<file path="src/rtl/sram_bus_fifo_bridge.sv">
// sram_bus_fifo_bridge: AVR external data-memory responder exposing a
// 4-register window (DATA, STATUS, RX_COUNT, CTRL) over two byte FIFOs.
//   RX: fabric producer -> AVR (read DATA pops)
//   TX: AVR -> fabric consumer (write DATA pushes)
// Optional build macro SRAM_BRIDGE_BLOCKING_EN: empty DATA reads and full
// DATA writes stall the master on bus_wait instead of returning 0 / dropping.
// Without the macro they complete normally and set the sticky
// rx_underflow / tx_overflow flags.

module sram_bus_fifo_bridge #(
    parameter int RX_DEPTH = 16,
    parameter int TX_DEPTH = 16,
    parameter int READ_WS  = 1
) (
    input  logic       clk,
    input  logic       rst,
    input  logic [1:0] bus_a,
    input  logic       bus_cs,
    input  logic       bus_oe,
    input  logic       bus_we,
    input  logic [7:0] bus_d_in,
    output logic [7:0] bus_d_out,
    output logic       bus_wait,
    input  logic [7:0] in_data,
    input  logic       in_valid,
    output logic       in_ready,
    output logic [7:0] out_data,
    output logic       out_valid,
    input  logic       out_ready,
    output logic       irq
);

    localparam int RX_AW   = $clog2(RX_DEPTH);
    localparam int TX_AW   = $clog2(TX_DEPTH);
    localparam int RX_CW   = RX_AW + 1;
    localparam int TX_CW   = TX_AW + 1;
    localparam int WS_W    = $clog2(READ_WS + 1);
    // With a single wait state the IDLE cycle is itself the last wait cycle;
    // RD_WAIT is only entered then when a blocking read has to park.
    localparam bit WS_ONE  = (READ_WS == 1);
    localparam int WS_INIT = (READ_WS == 1) ? 1 : (READ_WS - 1);

    localparam logic [1:0] A_DATA   = 2'd0;
    localparam logic [1:0] A_STATUS = 2'd1;
    localparam logic [1:0] A_COUNT  = 2'd2;
    localparam logic [1:0] A_CTRL   = 2'd3;

    typedef enum logic [1:0] {
        IDLE     = 2'd0,
        RD_WAIT  = 2'd1,
        RD_DONE  = 2'd2,
        WR_STALL = 2'd3
    } state_t;

    state_t state_r;
    state_t next_state_s;

    // FIFO storage and pointers
    logic [7:0]       rx_mem [RX_DEPTH];
    logic [7:0]       tx_mem [TX_DEPTH];
    logic [RX_AW-1:0] rx_wr_ptr_r;
    logic [RX_AW-1:0] rx_rd_ptr_r;
    logic [RX_CW-1:0] rx_count_r;
    logic [TX_AW-1:0] tx_wr_ptr_r;
    logic [TX_AW-1:0] tx_rd_ptr_r;
    logic [TX_CW-1:0] tx_count_r;

    // Register window state
    logic [1:0]       ctrl_r;
    logic             rx_underflow_r;
    logic             tx_overflow_r;
    logic             irq_r;
    logic [7:0]       bus_d_out_r;
    logic [1:0]       rd_addr_r;
    logic [WS_W-1:0]  ws_cnt_r;
`ifdef SRAM_BRIDGE_BLOCKING_EN
    logic [7:0]       wr_data_r;
`endif

    // Decoded controls
    logic             wait_s;
    logic             rd_fire_s;
    logic             wr_fire_s;
    logic             stall_push_s;
    logic             rd_ok_s;
    logic [1:0]       rd_addr_s;
    logic [7:0]       rd_val_s;
    logic             rx_empty_s;
    logic             rx_full_s;
    logic             tx_empty_s;
    logic             tx_full_s;
    logic             rx_push_s;
    logic             rx_pop_s;
    logic             tx_push_s;
    logic             tx_pop_s;
    logic [7:0]       tx_push_data_s;
    logic             flush_s;
    logic             unf_set_s;
    logic             ovf_set_s;
    logic             sticky_clr_s;

    assign rx_empty_s = (rx_count_r == {RX_CW{1'b0}});
    assign rx_full_s  = (rx_count_r == RX_CW'(RX_DEPTH));
    assign tx_empty_s = (tx_count_r == {TX_CW{1'b0}});
    assign tx_full_s  = (tx_count_r == TX_CW'(TX_DEPTH));

    assign in_ready  = ~rst & ~rx_full_s;
    assign out_valid = ~rst & ~tx_empty_s;
    assign out_data  = tx_mem[tx_rd_ptr_r];
    assign bus_d_out = bus_d_out_r;
    assign irq       = irq_r;
    // Reset releases the master in the very cycle it is sampled.
    assign bus_wait  = wait_s & ~rst;

    // Address of the read in progress: live bus in IDLE, captured copy later.
    assign rd_addr_s = (state_r == IDLE) ? bus_a : rd_addr_r;

`ifdef SRAM_BRIDGE_BLOCKING_EN
    assign rd_ok_s = ~((rd_addr_s == A_DATA) & rx_empty_s);
`else
    assign rd_ok_s = 1'b1;
`endif

    // FSM next-state logic, wait-state handshake and access strobes
    always_comb begin
        next_state_s = state_r;
        wait_s       = 1'b0;
        rd_fire_s    = 1'b0;
        wr_fire_s    = 1'b0;
        stall_push_s = 1'b0;
        case (state_r)
            IDLE: begin
                if (bus_cs & bus_oe) begin
                    wait_s = 1'b1;
                    if (WS_ONE && rd_ok_s) begin
                        rd_fire_s    = 1'b1;
                        next_state_s = RD_DONE;
                    end else begin
                        next_state_s = RD_WAIT;
                    end
                end else if (bus_cs & bus_we) begin
                    wr_fire_s = 1'b1;
`ifdef SRAM_BRIDGE_BLOCKING_EN
                    if ((bus_a == A_DATA) & tx_full_s & ~tx_pop_s) begin
                        next_state_s = WR_STALL;
                    end else begin
                        next_state_s = IDLE;
                    end
`else
                    next_state_s = IDLE;
`endif
                end else begin
                    next_state_s = IDLE;
                end
            end
            RD_WAIT: begin
                wait_s = 1'b1;
                if ((ws_cnt_r == WS_W'(1)) && rd_ok_s) begin
                    rd_fire_s    = 1'b1;
                    next_state_s = RD_DONE;
                end else begin
                    next_state_s = RD_WAIT;
                end
            end
            RD_DONE: begin
                next_state_s = IDLE;
            end
            WR_STALL: begin
                wait_s = 1'b1;
                if (tx_pop_s) begin
                    stall_push_s = 1'b1;
                    next_state_s = IDLE;
                end else begin
                    next_state_s = WR_STALL;
                end
            end
            default: begin
                next_state_s = IDLE;
            end
        endcase
    end

    // FSM state register
    always_ff @(posedge clk) begin
        if (rst) begin
            state_r <= IDLE;
        end else begin
            state_r <= next_state_s;
        end
    end

    // Read data multiplexer over the register window
    always_comb begin
        rd_val_s = 8'h00;
        case (rd_addr_s)
            A_DATA: begin
                if (rx_empty_s) begin
                    rd_val_s = 8'h00;
                end else begin
                    rd_val_s = rx_mem[rx_rd_ptr_r];
                end
            end
            A_STATUS: rd_val_s = {2'b00, tx_overflow_r, rx_underflow_r, irq_r,
                                  tx_empty_s, ~tx_full_s, ~rx_empty_s};
            A_COUNT:  rd_val_s = 8'(rx_count_r);
            A_CTRL:   rd_val_s = {6'b000000, ctrl_r};
            default:  rd_val_s = 8'h00;
        endcase
    end

    // FIFO push/pop qualification, flush and sticky-flag events
    always_comb begin
        flush_s      = wr_fire_s & (bus_a == A_CTRL) & bus_d_in[7];
        rx_push_s    = in_valid & in_ready & ~flush_s;
        rx_pop_s     = rd_fire_s & (rd_addr_s == A_DATA) & ~rx_empty_s;
        tx_pop_s     = out_valid & out_ready;
        sticky_clr_s = rd_fire_s & (rd_addr_s == A_STATUS);
`ifdef SRAM_BRIDGE_BLOCKING_EN
        tx_push_data_s = stall_push_s ? wr_data_r : bus_d_in;
        unf_set_s      = 1'b0;
        ovf_set_s      = 1'b0;
`else
        tx_push_data_s = bus_d_in;
        unf_set_s      = rd_fire_s & (rd_addr_s == A_DATA) & rx_empty_s;
        ovf_set_s      = wr_fire_s & (bus_a == A_DATA) & tx_full_s & ~tx_pop_s;
`endif
        // A pop in the same cycle frees the slot, so a full FIFO still accepts.
        tx_push_s = (wr_fire_s & (bus_a == A_DATA) & (~tx_full_s | tx_pop_s))
                    | stall_push_s;
    end

    // RX FIFO storage write (no reset needed: guarded by occupancy)
    always_ff @(posedge clk) begin
        if (rx_push_s) begin
            rx_mem[rx_wr_ptr_r] <= in_data;
        end
    end

    // TX FIFO storage write
    always_ff @(posedge clk) begin
        if (tx_push_s) begin
            tx_mem[tx_wr_ptr_r] <= tx_push_data_s;
        end
    end

    // RX pointers and occupancy; flush empties the FIFO
    always_ff @(posedge clk) begin
        if (rst || flush_s) begin
            rx_wr_ptr_r <= {RX_AW{1'b0}};
            rx_rd_ptr_r <= {RX_AW{1'b0}};
            rx_count_r  <= {RX_CW{1'b0}};
        end else begin
            if (rx_push_s) rx_wr_ptr_r <= rx_wr_ptr_r + RX_AW'(1);
            if (rx_pop_s)  rx_rd_ptr_r <= rx_rd_ptr_r + RX_AW'(1);
            case ({rx_push_s, rx_pop_s})
                2'b10:   rx_count_r <= rx_count_r + RX_CW'(1);
                2'b01:   rx_count_r <= rx_count_r - RX_CW'(1);
                default: rx_count_r <= rx_count_r;
            endcase
        end
    end

    // TX pointers and occupancy; flush empties the FIFO
    always_ff @(posedge clk) begin
        if (rst || flush_s) begin
            tx_wr_ptr_r <= {TX_AW{1'b0}};
            tx_rd_ptr_r <= {TX_AW{1'b0}};
            tx_count_r  <= {TX_CW{1'b0}};
        end else begin
            if (tx_push_s) tx_wr_ptr_r <= tx_wr_ptr_r + TX_AW'(1);
            if (tx_pop_s)  tx_rd_ptr_r <= tx_rd_ptr_r + TX_AW'(1);
            case ({tx_push_s, tx_pop_s})
                2'b10:   tx_count_r <= tx_count_r + TX_CW'(1);
                2'b01:   tx_count_r <= tx_count_r - TX_CW'(1);
                default: tx_count_r <= tx_count_r;
            endcase
        end
    end

    // Read sequencing: capture address, count wait cycles, latch read data
    always_ff @(posedge clk) begin
        if (rst) begin
            rd_addr_r   <= 2'd0;
            ws_cnt_r    <= {WS_W{1'b0}};
            bus_d_out_r <= 8'h00;
        end else begin
            if ((state_r == IDLE) && bus_cs && bus_oe) begin
                rd_addr_r <= bus_a;
                ws_cnt_r  <= WS_W'(WS_INIT);
            end else if ((state_r == RD_WAIT) && (ws_cnt_r > WS_W'(1))) begin
                ws_cnt_r  <= ws_cnt_r - WS_W'(1);
            end else begin
                ws_cnt_r  <= ws_cnt_r;
            end
            if (rd_fire_s) begin
                bus_d_out_r <= rd_val_s;
            end
        end
    end

`ifdef SRAM_BRIDGE_BLOCKING_EN
    // Hold the write byte while a full-FIFO write is stalled
    always_ff @(posedge clk) begin
        if (rst) begin
            wr_data_r <= 8'h00;
        end else if (wr_fire_s) begin
            wr_data_r <= bus_d_in;
        end
    end
`endif

    // CTRL enables, sticky error flags and the registered interrupt
    always_ff @(posedge clk) begin
        if (rst) begin
            ctrl_r         <= 2'b00;
            rx_underflow_r <= 1'b0;
            tx_overflow_r  <= 1'b0;
            irq_r          <= 1'b0;
        end else begin
            if (wr_fire_s && (bus_a == A_CTRL)) begin
                ctrl_r <= bus_d_in[1:0];
            end
            rx_underflow_r <= (rx_underflow_r & ~sticky_clr_s) | unf_set_s;
            tx_overflow_r  <= (tx_overflow_r  & ~sticky_clr_s) | ovf_set_s;
            irq_r <= (ctrl_r[0] & ~rx_empty_s) | (ctrl_r[1] & tx_empty_s)
                     | rx_underflow_r | tx_overflow_r;
        end
    end

endmodule
</file>
<file path="config.mk">
export PLATFORM = sky130hd
export DESIGN_NAME = sram_bus_fifo_bridge
export DESIGN_NICKNAME = d
export VERILOG_FILES = /design/src/rtl/sram_bus_fifo_bridge.sv
export SDC_FILE = /design/constraint.sdc
export NUM_CORES = 1
export LEC_CHECK = 0
export CAP_MARGIN = 20
export CORE_MARGIN = 2
export CORE_UTILIZATION = 40
export DETAILED_ROUTE_END_ITERATION = 10
export PLACE_DENSITY = 0.63
export SLEW_MARGIN = 20
export SYNTH_ARGS = -nofsm -noshare
export SYNTH_HDL_FRONTEND = slang
export SYNTH_SLANG_ARGS = --single-unit
</file>
<file path="constraint.sdc">
create_clock -name clk -period 3.24 [get_ports clk]
set_input_delay 0.648 -clock clk [delete_from_list [all_inputs] [get_ports clk]]
set_output_delay 0.648 -clock clk [all_outputs]
set_load 0.02 [all_outputs]
</file>
==> After elaboration in Yosys (flattened, before gate mapping) <==
Memory sizes are Yosys's and may differ from the RTL's. A register that Yosys moved wholly into a read port is not among the register bits.
Cells that the tools add are included.
W data, S select, Z words.
{ "classes": {"eq_ne": 13, "n_mux": 28, "n_lt_le_gt_ge": 1, "n_reduce_logical": 14, "n_bitwise": 37, "n_addsub": 9} }
{ "ops": {"columns": ["operator", "n"], "rows": [
  ["$pmux W8 S4", 1],
  ["$and A1 B1 Y1", 22],
  ["$pmux W5 S2", 2],
  ["$add A4 B1 Y4 const B", 4],
  ["$mux W4", 4],
  ["$eq A2 B2 Y1 const B", 7],
  ["$mux W1", 13],
  ["$add A5 B1 Y5 const B", 2],
  ["$eq A5 B5 Y1 const B", 2],
  ["$logic_not A5 Y1", 2],
  ["$sub A5 B1 Y5 const B", 2],
  ["$eq A2 B1 Y1 const B", 4],
  ["$mux W2", 4],
  ["$mux W8", 1],
  ["$not A1 Y1", 8],
  ["$pmux W2 S4", 1],
  ["$or A1 B1 Y1", 7],
  ["$logic_not A2 Y1", 3],
  ["$reduce_bool A2 Y1", 3],
  ["$logic_and A1 B1 Y1", 4],
  ["$pmux W1 S2", 2],
  ["$reduce_or A2 Y1", 1],
  ["$gt A1 B1 Y1 const B", 1],
  ["$logic_or A1 B1 Y1", 1],
  ["$sub A1 B1 Y1 const B", 1]
]} }
{ "totals": {"wordCells": 118, "out_inout_bits": 20, "ff_bits": 44, "memories": 2, "mem_bits_rw": 256} }
{ "memory_table": {"columns": ["memory", "depth", "word_bits", "read_ports", "rd_clocked_by_memory_dff", "wr", "line", "rtl"], "rows": [
  ["rx_mem", 16, 8, 1, 1, 1, "59", "logic [7:0] rx_mem [RX_DEPTH];"],
  ["tx_mem", 16, 8, 1, 1, 1, "60", "logic [7:0] tx_mem [TX_DEPTH];"]
]} }

==> Longest topological paths before layout <==
{ "depth": {"word_depth": 10, "mapped_depth": 14, "depth_no_buf": 12} }

==> Worst setup path after synthesis <==
Ideal clock, no wire load.
{ "synth_timing": {"path_type": "input-to-reg", "start": "input port rst", "end": "register rx_count_r[4]", "path_slack_ns": -0.118, "setup_ns": 0.070, "t_required_ns": 3.170, "arrival_ns": 3.288, "path_stages": 12, "path_cell_list": "clkbuf_1 -> a21oi_1 -> and3_1 -> clkbuf_1 -> inv_1 -> ha_1 -> ha_1 -> nor2b_1 -> o21ai_0 -> a21oi_1 -> or4_1 -> a21oi_1"} }
{ "synth_via": {"elab_chain_len": 6} }
{ "synth_rtl": {"columns": ["item", "line", "rtl"], "rows": [
  ["from (decl)", "16", "input logic rst,"],
  ["$not A1 Y1 *", "107", "assign in_ready = ~rst & ~rx_full_s;"],
  ["$and A1 B1 Y1 *", "107", null],
  ["via in_ready", "26", "output logic in_ready,"],
  ["$and A1 B1 Y1 * (2 in series)", "214", "rx_push_s = in_valid & in_ready & ~flush_s;"],
  ["$eq A2 B1 Y1 or $eq A2 B2 Y1 (tied branches)", "255", "case ({rx_push_s, rx_pop_s})"],
  ["$pmux W5 S2 or $reduce_bool A2 Y1 (tied branches)", null, null],
  ["to (signal assigned)", "256", "2'b10: rx_count_r <= rx_count_r + RX_CW'(1);"],
  ["to (signal assigned)", "257", "2'b01: rx_count_r <= rx_count_r - RX_CW'(1);"],
  ["to (signal assigned)", "258", "default: rx_count_r <= rx_count_r;"],
  ["to (decl)", "63", "logic [RX_CW-1:0] rx_count_r;"]
]} }
Mark *: on every way through the listed nets, which the timed path passes. The rest lies on a longest branch.
A chain may end at the register's enable or synchronous reset.

==> results.txt <==
- The flow ran to the end, and the final reports show no timing, DRC or antenna violations.
* IR drop worst, VDD: 0.5692 mV
- Clock-pin slew was measured on the worst setup and hold paths at 0.06 ns.
* R2R Setup Slk: 0.24 ns
- Placeable core region: 30590 sq um
* Synth Area in Adders: 1.978%
* Number of warnings printed during yosys synthesis: 0
* Cts bufs inserted: 30
- Prevailing post-synth register cell: sky130_fd_sc_hd__edfxtp_1
- Count of flip-flops with a built-in enable after synthesis: 256
- Dominant combinational cell family by area after synthesis: multiplexers
- Dividing the detail-routed wire length by the instance count gives 19.52 um.
* Highest Clock Rate: 314.7 MHz
- Number of H-tree branching levels: 1
- Post-route antenna net violation count: 0
- Antenna violations before repair: 0
- Final wirelength: 24.40 mm
- The most common cell in the synthesized netlist is sky130_fd_sc_hd__edfxtp_1.
- By instance count, the cell type seen most on the critical path is sky130_fd_sc_hd__mux4_2.
* Crit-path max cell delay: 0.51 ns
- The worst setup path is of the reg2out kind.
- The worst setup path is launched from a register.
- Number of rows created at floorplan: 64
- Of the post-synthesis cell area, the dominant cell type holds 62.01%.
* Number of clock sinks seen by CTS: 308
- In this run the critical register-to-register path is captured at tx_count_r[4].
- Part of the Yosys area used for sequential elements: 70.41%
- Synthesis handed over a netlist of 720 instances.
- Top cell types by occurrence after synthesis: sky130_fd_sc_hd__edfxtp_1 (256), sky130_fd_sc_hd__mux4_2 (70), sky130_fd_sc_hd__nor2_1 (61)
- Number of nets in the synthesized netlist: 764
- N_diodes: 0
- After synthesis, the share of flip-flops with an asynchronous set or reset is 0%.
* Initial standard-cell utilization of the core: 40.53%
- Post-synthesis cell area: 12400 sq um
- With fillers left out, the area of the finished cells amounts to 14770 sq um.
* Layout Cells excl Fill: 1250
- Via count of the first global-routing pass: 6678
- Arrival @ worst endpoint: 2.53 ns
- Worst-skew pair later-pin latency: 0.55 ns
- OpenSTA, run right after detailed placement, puts the worst setup slack at -0.3129 ns.
* Launch point of the worst hold path: bus_d_out[5]
- Summing all placed instances gives a cell area of 13700 sq um.
- Max-Slew Margin vs Limit: 38.41%
- Crit path setup slack, layout: 0.06278 ns
- The clock period could shrink to 3.177 ns.
* Worst hold margin: 0.4804 ns
* Setup-failing EPs final: 0
- The worst register-to-register path has a depth of 12.
- Max-cap viol count: 0
- Clock tree from TritonCTS: yes
- Compared with the post-synthesis result, the final layout area differs by 19.15%.
* Synthesized flop and latch total: 308
- Slowest CP cell: sky130_fd_sc_hd__mux4_2
- Top delay family on crit path: multiplexers
- Fraction of the mapped netlist area in compound gates: 4.057%
- The synthesized design spends more area on one cell type than any other, namely sky130_fd_sc_hd__edfxtp_1.
- Fraction of layout instances using a drive strength above 1: 23.30%
- The wire-length estimate of the detail-placed layout is 16.60 mm.
* Setup TNS after final layout: 0 ns
- Count of final max-slew check failures: 0
* Share of cell area taken by muxes after synthesis: 14.33%
- STA classifies the critical path endpoint as an output port.
- Traced cell by cell, the critical path runs through clkbuf_16 > mux4_2 > mux4_2 > dlygate4sd2_1.
- Required time worst endpoint: 2.59 ns
- Length of the first detailed-routing pass in iterations: 4
- First-pass GRT wire length: 37.92 mm
- Across every metal layer, demand over resource in global routing totals 14.99%.
* Static leakage: 0.004831 uW
- The floorplan step set the die height to 180.0 um.
* CTS Hold Bufs: 0
* Routability cong.: 0.8315
- Capture point of the critical path: out_data[4]
- The die is 180.0 um wide.
* Total global routing overflow: 0
- Worst slew pin tran: 0.9204 ns
* Combined buffer and inverter count along the critical path: 2
- The number of hold violations in the final report came to 0.
- Highest fanout seen on the critical path: 8
- Cell count along the critical path: 4
* Main area contributors after synthesis: sky130_fd_sc_hd__edfxtp_1 (62%), sky130_fd_sc_hd__mux4_2 (13%), sky130_fd_sc_hd__dfxtp_1 (8.4%)
- Maximum number of pins on one net before global-route repair: 33
* DRC: 0
* Via density: 5.192
- In this run, placement finished with an instance count of 1191.
- No sink is reached through more buffers than the 3 on the longest clock path.
- Buffers added to address setup during post-CTS repair amount to 0.
- The worst path uses 98.06% of the clock period.
* Post-Syn Area per Cell: 17.22 sq um
* Cell at the root of the clock tree: sky130_fd_sc_hd__clkbuf_16
- The net count of the finished layout is 874.
- Boundary pin count: 45
- Xor and xnor area share after synthesis: 0.8478%
- Fill cell total of the finished layout: 2560
- Power spread over the standard cell area amounts to 545.0 nW/um^2.
- The startpoint identified for the worst register-to-register timing path is tx_count_r[3].
- Full die area: 32420 sq um
* PortBufs: 44
* Drt initial violations: 446
- Via count: 6490
- Tightest Hold Check Type: reg2reg
- For the final database, setup skew stands at 0.01395 ns.
- Synthesized-area fraction occupied by and/or/nand/nor cells: 6.550%
* Unique masters post-synth: 52
metal layers:
| metal | global-route usage, % | wire length (um) | vias to the layer above | share of wire, % |
|---|---|---|---|---|
| met5 | 0 | 0 | - | 0 |
| met4 | 3.839 | 571 | 0 | 2.3 |
| met3 | 2.203 | 852 | 42 | 3.5 |
| met2 | 26.61 | 12290 | 119 | 50 |
| met1 | 19.41 | 10680 | 3258 | 44 |
| li1 | - | - | 3071 | - |
flip-flops by register name, indices dropped and copies added (netlist names), named ones only:
name,flops
rx_mem,128
tx_mem,128
bus_d_out,8
rx_count_r,5
tx_count_r,5
rx_rd_ptr_r,4
rx_wr_ptr_r,4
tx_rd_ptr_r,4
tx_wr_ptr_r,4
ctrl_r,2
rd_addr_r,2
state_r,2
irq,1
rx_underflow_r,1
tx_overflow_r,1
ws_cnt_r,1
cell families after synthesis:
logic type                 Yosys count
AOI/OAI and AO/OA                   72
xor gates and xnor gates            12
and+or+nand+nor                    167
DFF                                308
adders and majority gates           19
buffers and inverters               52
muxes                               90
worst min-delay path by stage:
stage	end	slack [ns]	depth (start not counted)
floorplan	register	0.45	2
global placement	rx_rd_ptr_r[3]	0.47	2
detailed placement	bus_d_out[5]	0.48	2
CTS	bus_d_out[5]	0.49	2
global route	bus_d_out[5]	0.50	2
finish	bus_d_out[5]	0.48	2
through the flow:
| stage | total power [uW] | util (%) |
|---|---|---|
| after floorplan | 4539 | - |
| after global placement | 4694 | 44.80 |
| after detailed placement | 4701 | 44.80 |
| after CTS | 8131 | 48.09 |
| after global routing | 8316 | 48.29 |
| final | 8050 | 48.29 |
final cells by class:
| class | count | area [sq um] | share of cell area, % |
|---|---|---|---|
| well taps | 396 | 495.5 | 3.355 |
| clock inverters | 7 | 83.83 | 0.5676 |
| flip-flops and latches | 308 | 8733 | 59.13 |
| clock buffers | 49 | 903.4 | 6.116 |
| inverters | 16 | 62.56 | 0.4235 |
| multi-input cells | 360 | 3455 | 23.39 |
| repair buffers | 114 | 1037 | 7.022 |
layout by cell type (no fill, tap or decap), types with 7 or more instances in the layout:
master,instances
sky130_fd_sc_hd__ha_1,18
sky130_fd_sc_hd__a21oi_1,21
sky130_fd_sc_hd__buf_4,65
sky130_fd_sc_hd__dlygate4sd2_1,7
sky130_fd_sc_hd__nand3_1,17
sky130_fd_sc_hd__a22oi_1,8
sky130_fd_sc_hd__nand2_1,34
sky130_fd_sc_hd__clkdlybuf4s50_1,36
sky130_fd_sc_hd__clkbuf_16,33
sky130_fd_sc_hd__o21ai_0,8
sky130_fd_sc_hd__mux4_2,70
sky130_fd_sc_hd__inv_1,15
sky130_fd_sc_hd__edfxtp_1,256
sky130_fd_sc_hd__nor2_1,60
sky130_fd_sc_hd__nand2b_1,10
sky130_fd_sc_hd__clkbuf_1,12
sky130_fd_sc_hd__nor3_1,10
sky130_fd_sc_hd__mux2i_1,20
sky130_fd_sc_hd__dfxtp_1,50
timing repair:
item | 4_1_cts | 5_1_grt
setup endpoints to repair | 8 | 7
resized for setup | 10 | 4
gates cloned | 1 | 2
report_power, final:
| group | switching, uW | internal [uW] |
|---|---|---|
| logic | 162 | 124 |
| registers | 20.2 | 4310 |
| clock network | 1380 | 2050 |
| total | 1570 | 6480 |
worst min-delay path, stage by stage (launching register included):
cell	delay, ns
sky130_fd_sc_hd__dfxtp_1	0.32
sky130_fd_sc_hd__nand2_1	0.06
sky130_fd_sc_hd__a31oi_1	0.06
No activity file was read; power rests on OpenSTA's default activity.
==> patch 1, RTL diff (same settings) <==
The option `SRAM_BRIDGE_BLOCKING_EN` is turned on by a define.
--- a/src/rtl/sram_bus_fifo_bridge.sv
+++ b/src/rtl/sram_bus_fifo_bridge.sv
@@ -6,6 +6,8 @@
 // DATA writes stall the master on bus_wait instead of returning 0 / dropping.
 // Without the macro they complete normally and set the sticky
 // rx_underflow / tx_overflow flags.
+
+`define SRAM_BRIDGE_BLOCKING_EN
 
 module sram_bus_fifo_bridge #(
     parameter int RX_DEPTH = 16,
Check against the original RTL: not equivalent (Yosys sat finds a counterexample within 4 cycles, from zero or initial values and one cycle with rst high).
==> patch 1 against the unedited design <==
Critical path type unchanged; setup slack improved by 0.0059 ns; area after synthesis up 3.4%; power increased by 2.9%; synthesized cell count increased by 3.6%; global-route usage is 0.57 points higher; routed wire length increased by 5.1%; die area rose by 3.3%; first-iteration DRC count is 8.3% higher; final area up 3.3%; sequential share of layout area is 0.81 points lower; register-to-register slack improved by 0.07 ns; sequential cell count is 8 higher.
==> patch 1: results (changes against the unedited design) <==
| Metric | Value |
|---|---|
| Status | `finished clean (unchanged)` |
| Clk_skew | `0.007746 ns (was 0.01395 ns)` |
| Top cells by count, synth | `edfxtp_1, nor2_1, mux4_2 (was edfxtp_1, mux4_2, nor2_1)` |
| Adder-cell area share of the yosys netlist | `1.815% (was 1.978%)` |
| Number of fill cells | `2660 (was 2560)` |
| Seq/Total Area, Yosys | `69.33% (was 70.41%)` |
| Initial DRC Count | `483 (was 446)` |
| GP Congestion | `0.8469 (was 0.8315)` |
| First-pass GRT wire length | `39.88 mm (was 37.92 mm)` |
| Hold path endpoint | `wr_data_r[7]$_SDFFE_PP0N_ (was bus_d_out[5]$_SDFFE_PP0P_)` |
| Final wirelength | `25.64 mm (was 24.40 mm)` |
| Worst VDD drop | `0.0004374 V (was 0.0005692 V)` |
| Min Tclk post-route | `3.171 ns (was 3.177 ns)` |
| CTS Buf Count | `31 (was 30)` |
| Worst hold margin | `0.4943 ns (was 0.4804 ns)` |
| Synth Area in Compound Gates | `3.074% (was 4.057%)` |
| Min-delay src | `wr_data_r[7]$_SDFFE_PP0N_ (was bus_d_out[5]$_SDFFE_PP0P_)` |
| Net count, final | `905 (was 874)` |
| Flop-to-flop setup slack | `0.31 ns (was 0.24 ns)` |
| Total Routing Usage GR | `15.56% (was 14.99%)` |
| Layout cells sized above 1 | `25.76% (was 23.30%)` |
| Switch share | `19.94% (was 19.46%)` |
| Synth area leaders | `edfxtp_1, mux4_2, dfxtp_1 (unchanged)` |
| Crit Reg-Reg Startpoint | `tx_count_r[0]$_SDFFE_PP0P_ (was tx_count_r[3]$_SDFFE_PP0P_)` |
| Lkg Pwr | `4.997 nW (was 4.831 nW)` |
| Via-to-Cell Ratio | `5.221 (was 5.192)` |
| Worst EP arrival | `2.52 ns (was 2.53 ns)` |
| Post-synthesis mux area share | `16.42% (was 14.33%)` |
| Dpl hpwl | `16.87 mm (was 16.60 mm)` |
| Post-synth cell types | `53 (was 52)` |
| Post-synthesis xor/xnor area fraction | `1.161% (was 0.8478%)` |
| Relative slew slack | `57.71% (was 38.41%)` |
-- patch 1: stage by stage --
stage / instances / TNS (ns) / area, sq um / setup slack, ns
finish: 1287 / 0 / 15250 / 0.06869
global route: 1287 / 0 / 15250 / 0.003279
CTS: 1287 / 0 / 15250 / 0.02596
detailed placement: 1229 / -0.9809 / 14190 / -0.2951
global placement: 1229 / -0.8124 / 14190 / -0.2394
floorplan: 746 / 0 / 12820 / 0.1083
-- patch 1: what timing repair did --
item | 4_1_cts | 5_1_grt
gates cloned | 2 | 0
resized for setup | 24 | 2
endpoints found under the setup margin | 8 | 2
pin swaps | 0 | 0
-- patch 1: worst max-delay path by stage --
| stage | startpoint | slack, ns | endpoint |
|---|---|---|---|
| detailed placement | bus_oe | -0.30 | rx_count_r[4]$_SDFFE_PP0P_ |
| global placement | bus_oe | -0.24 | rx_count_r[4]$_SDFFE_PP0P_ |
| CTS | flip-flop | 0.03 | out_data[2] |
| finish | flip-flop | 0.07 | out_data[1] |
| global route | flip-flop | 0.003 | out_data[2] |
| floorplan | bus_oe | 0.11 | rx_count_r[4]$_SDFFE_PP0P_ |
-- patch 1: final cells by class --
class | count | area share, %
Sequential cell | 316 | 58.31
Multi-Input combinational cell | 374 | 24.27
Timing Repair Buffer | 123 | 7.244
Clock buffer | 38 | 5.259
Tap cell | 402 | 3.298
Clock inverter | 18 | 1.222
Inverter | 16 | 0.3938
-- patch 1: power groups by stage --
stage                     clock [mW]  sequential (mW)  combinational (mW)
after floorplan                    0             4.51               0.207
after global placement             0             4.52               0.356
after detailed placement           0             4.52               0.361
after CTS                       3.58             4.43               0.365
after global routing            3.74             4.43               0.396
final                           3.49             4.43               0.362
-- patch 1: logic make-up after synthesis --
logic type	count (synthesis)
buffers and inverters	56
AO/OA/AOI/OAI	57
flip-flops	316
XOR/XNOR	17
multiplexers	113
AND/OR/NAND/NOR	169
adder cells (fa/ha/maj)	18
-- patch 1: metal layers --
metal	part of all wire [%]	global-route usage (%)
met1	43	20.23
met2	52	28.02
met3	3.2	2.105
met4	1.6	3.168
met5	0	0
-- patch 1: worst register-to-register path: stages (launching register included) --
cell     delay [ns]
dfxtp_1        0.37
nor4_4         0.43
nand2_1        0.15
a32o_1         0.30
inv_1          0.06
ha_1           0.23
inv_1          0.09
fa_1           0.37
nor2b_1        0.15
o21ai_0        0.11
and3_1         0.19
nor3_1         0.17
xnor2_1        0.14
nor2_1         0.05
==> patch 2, RTL diff (config.mk and constraints unchanged) <==
Without the edit above. Register the output `irq` once more, cleared by the reset; this adds one clock of latency there. The other outputs are not delayed to match.
--- a/src/rtl/sram_bus_fifo_bridge.sv
+++ b/src/rtl/sram_bus_fifo_bridge.sv
@@ -108,7 +108,13 @@
     assign out_valid = ~rst & ~tx_empty_s;
     assign out_data  = tx_mem[tx_rd_ptr_r];
     assign bus_d_out = bus_d_out_r;
-    assign irq       = irq_r;
+    always_ff @(posedge clk) begin
+        if (rst) begin
+            irq <= '0;
+        end else begin
+            irq <= irq_r;
+        end
+    end
     // Reset releases the master in the very cycle it is sampled.
     assign bus_wait  = wait_s & ~rst;
 
Formal check against the unedited RTL: not equivalent (Yosys sat finds a counterexample within 4 cycles, from zero or initial values and one cycle with rst high).
==> patch 2 against the unedited design <==
Area after synthesis shrank 0.12%; power grew 3.9%; final area is 0.19% lower; critical path depth did not move; count of clock-buffer cells in the layout is 13 lower; routed wire length up 3.0%; setup slack better by 0.047 ns; sequential cell count rose by 1; synthesized cell count fell by 0.42%.
==> patch 2: results (changes against the unedited design) <==
| Metric | Value |
|---|---|
| Status | `finished clean (unchanged)` |
| Post-synthesis mux area share | `14.23% (was 14.33%)` |
| Dpl hpwl | `16.50 mm (was 16.60 mm)` |
| First-pass GRT wire length | `39.65 mm (was 37.92 mm)` |
| Lkg Pwr | `4.825 nW (was 4.831 nW)` |
| Seq/Total Area, Yosys | `70.65% (was 70.41%)` |
| Post-placement worst setup slack | `-0.2814 ns (was -0.3129 ns)` |
| Vias in the first global route | `6780 (was 6678)` |
| Synth Area in Compound Gates | `4.113% (was 4.057%)` |
| Layout cells sized above 1 | `23.99% (was 23.30%)` |
| Crit Path Max Fanout | `16 (was 8)` |
| TritonRoute pass-1 iters | `5 (was 4)` |
| Initial DRC Count | `482 (was 446)` |
| Top cells by count, synth | `edfxtp_1, mux4_2, nor2_1 (unchanged)` |
| Placed instance area | `13630 sq um (was 13700 sq um)` |
| Net Switching | `1.645 mW (was 1.566 mW)` |
| Post-synth cell types | `56 (was 52)` |
| Post-Syn Area per Cell | `17.27 sq um (was 17.22 sq um)` |
| Worst EP arrival | `2.48 ns (was 2.53 ns)` |
| Clk_skew | `0.01219 ns (was 0.01395 ns)` |
| GP Congestion | `0.8317 (was 0.8315)` |
| Via count | `6556 (was 6490)` |
| Post-synthesis xor/xnor area fraction | `0.7781% (was 0.8478%)` |
| Power Total | `8.361 mW (was 8.050 mW)` |
| Total Routing Usage GR | `15.71% (was 14.99%)` |
| Net count, final | `862 (was 874)` |
| Adder-cell area share of the yosys netlist | `1.981% (was 1.978%)` |
## patch 2: cell type report
| class | instances | area, sq um |
|---|---|---|
| fill | 2538 | 15770 |
| inverter | 17 | 66.31 |
| multi-input combinational | 355 | 3411 |
| clock buffer | 36 | 814.5 |
| clock inverter | 20 | 261.5 |
| timing repair buffer | 105 | 939.7 |
| tap | 396 | 495.5 |
| sequential | 309 | 8753 |
## patch 2: worst paths after layout
| path | cells after the start | to | start | slack, ns |
|---|---|---|---|---|
| hold / removal | 2 | tx_rd_ptr_r[3]$_SDFFE_PP0N_ | tx_rd_ptr_r[3]$_SDFFE_PP0N_ | 0.50 |
| setup reg to reg | 11 | rx_count_r[4]$_SDFFE_PP0P_ | state_r[1]$_SDFF_PP0_ | 0.21 |
| hold reg to reg | 2 | tx_rd_ptr_r[3]$_SDFFE_PP0N_ | tx_rd_ptr_r[3]$_SDFFE_PP0N_ | 0.50 |
| setup / recovery | 4 | out_data[3] | flip-flop | 0.11 |
## patch 2: kinds of logic after synthesis
logic type	Yosys count
xor+xnor	11
fa+ha+maj	19
flops	309
compound gates	75
buf+inv	53
simple gates	164
mux	86
## patch 2: critical path: stages, from the launching register on
cell	delay, ns
dfxtp_4	0.41
buf_16	0.19
mux4_2	0.55
mux4_2	0.45
dlygate4sd2_1	0.33
## patch 2: metal layers
metal / GRT usage [%] / wire (microns)
met5: 0 / 0
met3: 2.391 / 956
met4: 4.325 / 535
met1: 20.97 / 11090
met2: 26.88 / 12560
## patch 2: what timing repair did
action,in CTS,in global routing
resized for setup,20,5
endpoints found under the setup margin,8,5
gates cloned,2,0
pin swaps,0,0
